--- src/rtl/vec_cat_stream.sv ---
// vec_cat_stream: repacks densely packed vectors from a bus-word stream into one whole vector per handshake,
// tagged reference/compare with per-class IDs and a batch-last flag.
module vec_cat_stream #(
  parameter int BUS_WIDTH    = 96,
  parameter int VECTOR_WIDTH = 128,
  parameter int VEC_ID_WIDTH = 8,
  parameter int DEF_REF_NO   = 8,
  parameter int DEF_CMP_NO   = 128
) (
  input  logic                    clk,
  input  logic                    rstn,
  input  logic [BUS_WIDTH-1:0]    i_Vector,
  input  logic                    i_Valid,
  output logic                    o_Ready,
  output logic [VECTOR_WIDTH-1:0] o_Vector,
  output logic [VEC_ID_WIDTH-1:0] o_VecID,
  output logic                    o_IsRef,
  output logic                    o_Last,
  output logic                    o_Valid,
  input  logic                    i_Ready,
  input  logic [VEC_ID_WIDTH-1:0] i_RefNo,
  input  logic [VEC_ID_WIDTH-1:0] i_CmpNo,
  input  logic                    i_CfgValid,
  output logic                    o_CfgAck
);
  localparam int AW = VECTOR_WIDTH + BUS_WIDTH;
  localparam int FW = $clog2(AW + 1);
  localparam int CW = VEC_ID_WIDTH + 1;
  localparam logic [FW-1:0] VWF = FW'(VECTOR_WIDTH);
  localparam logic [FW-1:0] BWF = FW'(BUS_WIDTH);

  typedef enum logic [1:0] {IDLE, RUN, CFGBLOCK} state_t;

  state_t                  state, nxt;
  logic [AW-1:0]           acc, acc_n, sh;
  logic [FW-1:0]           fill, fill_s, fill_n;
  logic [CW-1:0]           cnt, total;
  logic [VEC_ID_WIDTH-1:0] ref_no, cmp_no;
  logic                    fire, accept, last, is_ref, cfg_take;

  assign total    = {1'b0, ref_no} + {1'b0, cmp_no};
  assign is_ref   = cnt < {1'b0, ref_no};
  assign last     = cnt == total - CW'(1);
  assign cfg_take = state == IDLE && i_CfgValid;
  assign o_Valid  = state == RUN && fill >= VWF;
  assign fire     = o_Valid && i_Ready;
  assign fill_s   = fire ? fill - VWF : fill;
  // Accept only while the post-shift fill is below one vector, so a word always fits in acc.
  assign o_Ready  = rstn && state != CFGBLOCK && !cfg_take && total != '0 && fill_s < VWF;
  assign accept   = i_Valid && o_Ready;
  // Bits at and above fill are always zero, so the new word can simply be OR-ed in.
  assign sh       = fire ? acc >> VECTOR_WIDTH : acc;
  assign acc_n    = sh | (accept ? {{VECTOR_WIDTH{1'b0}}, i_Vector} << fill_s : '0);
  assign fill_n   = fill_s + (accept ? BWF : '0);

  assign o_Vector = acc[VECTOR_WIDTH-1:0];
  assign o_IsRef  = o_Valid && is_ref;
  assign o_Last   = o_Valid && last;
  assign o_VecID  = !o_Valid ? '0 : is_ref ? cnt[VEC_ID_WIDTH-1:0] : cnt[VEC_ID_WIDTH-1:0] - ref_no;
  assign o_CfgAck = state == CFGBLOCK;

  always_comb begin
    nxt = state;
    case (state)
      IDLE:    nxt = cfg_take ? CFGBLOCK : accept ? RUN : IDLE;
      RUN:     nxt = fire && last ? IDLE : RUN;
      default: nxt = IDLE;
    endcase
  end

  always_ff @(posedge clk) begin
    if (!rstn) begin
      state  <= IDLE;
      acc    <= '0;
      fill   <= '0;
      cnt    <= '0;
      ref_no <= VEC_ID_WIDTH'(DEF_REF_NO);
      cmp_no <= VEC_ID_WIDTH'(DEF_CMP_NO);
    end else begin
      state <= nxt;
      if (cfg_take) begin
        ref_no <= i_RefNo;
        cmp_no <= i_CmpNo;
      end
      // Closing a batch drops the final word's residue and any word arriving alongside it.
      if (fire && last) begin
        acc  <= '0;
        fill <= '0;
        cnt  <= '0;
      end else begin
        acc  <= acc_n;
        fill <= fill_n;
        cnt  <= cnt + CW'(fire);
      end
    end
  end
endmodule
--- config.mk ---
export PLATFORM = sky130hd
export DESIGN_NAME = vec_cat_stream
export DESIGN_NICKNAME = d
export VERILOG_FILES = /design/src/rtl/vec_cat_stream.sv
export SDC_FILE = /design/constraint.sdc
export NUM_CORES = 1
export LEC_CHECK = 0
export ABC_AREA = 1
export CELL_PAD_IN_SITES_DETAIL_PLACEMENT = 0
export CELL_PAD_IN_SITES_GLOBAL_PLACEMENT = 1
export CORE_MARGIN = 1
export CORE_UTILIZATION = 38
export CTS_CLUSTER_DIAMETER = 30
export DETAILED_ROUTE_END_ITERATION = 10
export MAX_ROUTING_LAYER = met4
export PLACE_DENSITY_LB_ADDON = 0.1
export SLEW_MARGIN = 20
export SYNTH_ARGS = -nofsm -noshare
export SYNTH_HDL_FRONTEND = slang
export SYNTH_SLANG_ARGS = --single-unit
--- constraint.sdc ---
create_clock -name clk -period 4 [get_ports clk]
set_input_delay 0.8 -clock clk [delete_from_list [all_inputs] [get_ports clk]]
set_output_delay 0.8 -clock clk [all_outputs]
set_load 0.02 [all_outputs]
==> results.md <==
* Top routing layer used: met4
* Area of the core at between 0.03 and 0.04 mm^2
* Combinational family with the most area after synthesis: simple AND/OR/NAND/NOR gates
* Die area at ~0.038 mm^2
* Area growth from synthesis to final layout at 32.16%
* Number of core rows at 70
* Most common cell after layout, fill and taps aside: nand2_1
* Synth Area in XOR/XNOR at 0.007435
* Die width at between 150 and 200 um
* Final instance area at 0.01868 mm^2
* Area share of the leading cell type in the synthesized netlist at 0.3597
* Hold-fix buffers, CTS at 0
* Placement Cell Area at 0.01606 mm^2
* TritonCTS clock tree: built
* Remaining DRCs at 0
* Fraction of the yosys area taken by sequential cells at 0.3597
* Kind of launch point of the worst setup path: register
* Iter 0 DRT Violations at between 700 and 800
* Number of distinct library cells after synthesis at 31
* Hold Fails Final Rpt at 0
* Shortest period the worst path allows at roughly 4 ns
* Actual transition at the worst max-transition pin at approximately 0.92 ns
* Maximum achievable frequency at 257.4 MHz
* Post-synthesis cell area at 0.01414 mm^2
* Latest clock arrival within the worst-skew pair at between 0.5 and 0.6 ns
* Combined global-route utilization of all metal layers at 0.2551
* Number of nets with antenna violations after routing at 0
* Clock transition at the register clock pins on the worst setup and hold paths after CTS at ~0.050 ns
* Run status: finished, final reports clean
* Via count of the first global-routing pass at between 10,000 and 15,000
* Root buf cell: clkbuf_16
* Largest area contributor in the synthesized netlist: dfxtp_1
* Routed metal-1 wire length at 19.40 mm
* H-tree depth reported by CTS at 3
* Die height at 194.9 um
* FILL cells at 3,602
* Detailed route wirelength on metal3 at around 3.5 mm
* Average detailed-routed wire length per instance at 18.51 um
* Post-Route WL at roughly 48 mm
* Warning count from the yosys run at 0
* Final number of setup-violating endpoints at 0
* Setup Crit Path Kind: register to primary output
* Post-synthesis mux area share at 0.07577
* Overflow left after global routing at 0
* Number of flip-flops and latches in the synthesized netlist at 254
* Part of the cycle the worst path needs at 0.9713
* Share of the core filled with cells in the final layout at 0.5103
* Via count at between 10,000 and 15,000
* Pins Over Slew Limit at 0
* Worst R2R Setup Slack at ~0.67 ns
* First-pass GRT wire length at 72.13 mm
* Data arrival at the endpoint of the critical path at 3.09 ns
* Detailed-route vias per instance at just over 5
* Highest-count cells in the layout ignoring fill and taps: 387 x nand2_1, 252 x dfxtp_1, 247 x clkdlybuf4s50_1
* Top fanout value on the critical path at 2
* Met2 wirelength from detailed routing at approximately 23 mm
* Placed wire-length estimate after detailed placement at approximately 34 mm
* Arithmetic-cell share of the synthesized area counting full adders, half adders and majority gates at 0.02195
* Gate count after technology mapping at about 2,000
* Post-Syn Nets at ~2,100
* Average instance area after synthesis at just over 7 um^2
* Count of max-cap constraint violations at 0
* RePlAce Congestion at around 0.88
* Clock sink count at roughly 250
* Worst-case clock skew at around 0.016 ns
* Fraction of layout cells with a size suffix above 1 at 0.1020
* First-pass DRT Iterations at 5
* Pin count of the biggest net entering global routing at ~170
* Critical Path End Type: primary output
* RSZ-0062 raised after global routing: true
* Basic-gate share of the synthesized area counting and, or, nand and nor cells at 0.2044
* Final #Nets at approximately 2,200
* Clk buf depth at 3
* Worst VDD drop at about 0.32 mV
* Setup Buffers After CTS at 0
* Pwr Density at between 500 and 600 mW/mm^2
* Compound-Gate Fraction of Synth Area at 0.1847
* Antenna violations before repair at 9
* Count of input and output buffers at around 260
* Class of the most critical hold timing path: register to register
* Starting Density at 0.3861
* Synth area leaders: dfxtp_1 36%, nand2_1 10%, mux2i_1 7.6%, buf_4 6.9%, a21oi_1 6.8%
* P_leak at about 8.2 nW
* Data required, critical path at between 3 and 4 ns
* TritonCTS Buffers at 73
* Number of I/O pins at about 260
* Slew HR at 0.3847
==> cell families after synthesis <==
family | count (synthesis)
adder cells (fa/ha/maj) | 23
AND/OR/NAND/NOR | 712
buffers and inverters | 378
flip-flops | 254
XOR/XNOR | 12
AO/OA/AOI/OAI | 469
multiplexers | 107
==> sequential cells by signal (all words and copies together) (netlist names) <==
name and count:
fill 3, state 2, ref_no 8, acc 224
cmp_no 8, cnt 9
==> cell usage after synthesis (all sizes together) <==
| cell type | number |
|---|---|
| a21o | 2 |
| nor2 | 207 |
| a211oi | 5 |
| a21oi | 214 |
| or2 | 11 |
| nor3 | 4 |
| xor2 | 7 |
| ha | 20 |
| nand4 | 24 |
| o21ai | 182 |
| nand3 | 71 |
| inv | 110 |
| nor4 | 1 |
| nand3b | 2 |
| xnor2 | 5 |
| a31oi | 1 |
| dfxtp | 254 |
| mux2i | 107 |
| o211ai | 65 |
| clkbuf | 97 |
| nand2 | 392 |
| fa | 3 |
| buf | 171 |
==> power breakdown <==
group          total, mW  switching, mW  internal [mW]
logic               1.23          0.760          0.474
registers           2.71         0.0770           2.63
clock network       5.97           1.71           4.26
total               9.91           2.55           7.36
==> worst max-delay path: stages (launching register included) <==
cell and delay, ns:
dfxtp_1 0.31, ha_2 0.20, fa_1 0.52, inv_1 0.05
ha_1 0.29, xnor2_1 0.12, nor2_1 0.09, nand2_1 0.06
nor2_1 0.09, nand2_1 0.06, nor2_1 0.10, nand2_1 0.09
nor2_2 0.10, nand2_2 0.08, nor3_4 0.21, buf_6 0.14
==> stage by stage <==
step | hold slack [ns] | instances | setup WS (ns) | setup TNS, ns | total power [mW]
2_1_floorplan | 0.4356 | 1955 | 0.6259 | 0 | 3.557
6_report | 0.4520 | 2585 | 0.1149 | 0 | 9.907
3_3_place_gp | 0.4432 | 2449 | 0.009686 | 0 | 3.976
3_5_place_dp | 0.4451 | 2449 | 0.05185 | 0 | 3.980
5_1_grt | 0.4649 | 2585 | -0.09894 | -0.09894 | 10.25
4_1_cts | 0.4538 | 2576 | -0.009958 | -0.009958 | 9.998
==> final timing paths <==
check	from	endpoint	cells after the start
hold reg to reg	acc[218]$_SDFF_PP0_	acc[218]$_SDFF_PP0_	2
setup / recovery	ref_no[0]$_SDFFE_PN0P_	o_Last	15
hold / removal	acc[218]$_SDFF_PP0_	acc[218]$_SDFF_PP0_	2
setup reg to reg	ref_no[0]$_SDFFE_PN0P_	fill[6]$_SDFF_PP0_	18
==> routing by layer <==
| layer | global-route usage | vias to the layer above |
|---|---|---|
| li1 | - | 6620 |
| met1 | 0.2794 | 6007 |
| met2 | 0.4288 | 329 |
| met3 | 0.07756 | 83 |
| met4 | 0.1062 | 0 |
| met5 | - | - |
==> cell type report <==
class                      count  area, um^2  area share
antenna                        9       22.52    0.001206
clock buffer                 102        2211      0.1183
sequential                   254        5092      0.2726
clock inverter                25       359.1     0.01922
inverter                     110       419.2     0.02244
multi-input combinational   1323        7051      0.3774
timing repair buffer         294        2942      0.1575
tap                          468       585.6     0.03134
==> timing repair <==
item | in CTS | in global routing
gates resized for setup | 16 | 9
endpoints found under the setup margin | 10 | 3
pin swaps | 1 | 4
gates cloned | 0 | 0
(Power assumes the default switching activity.)
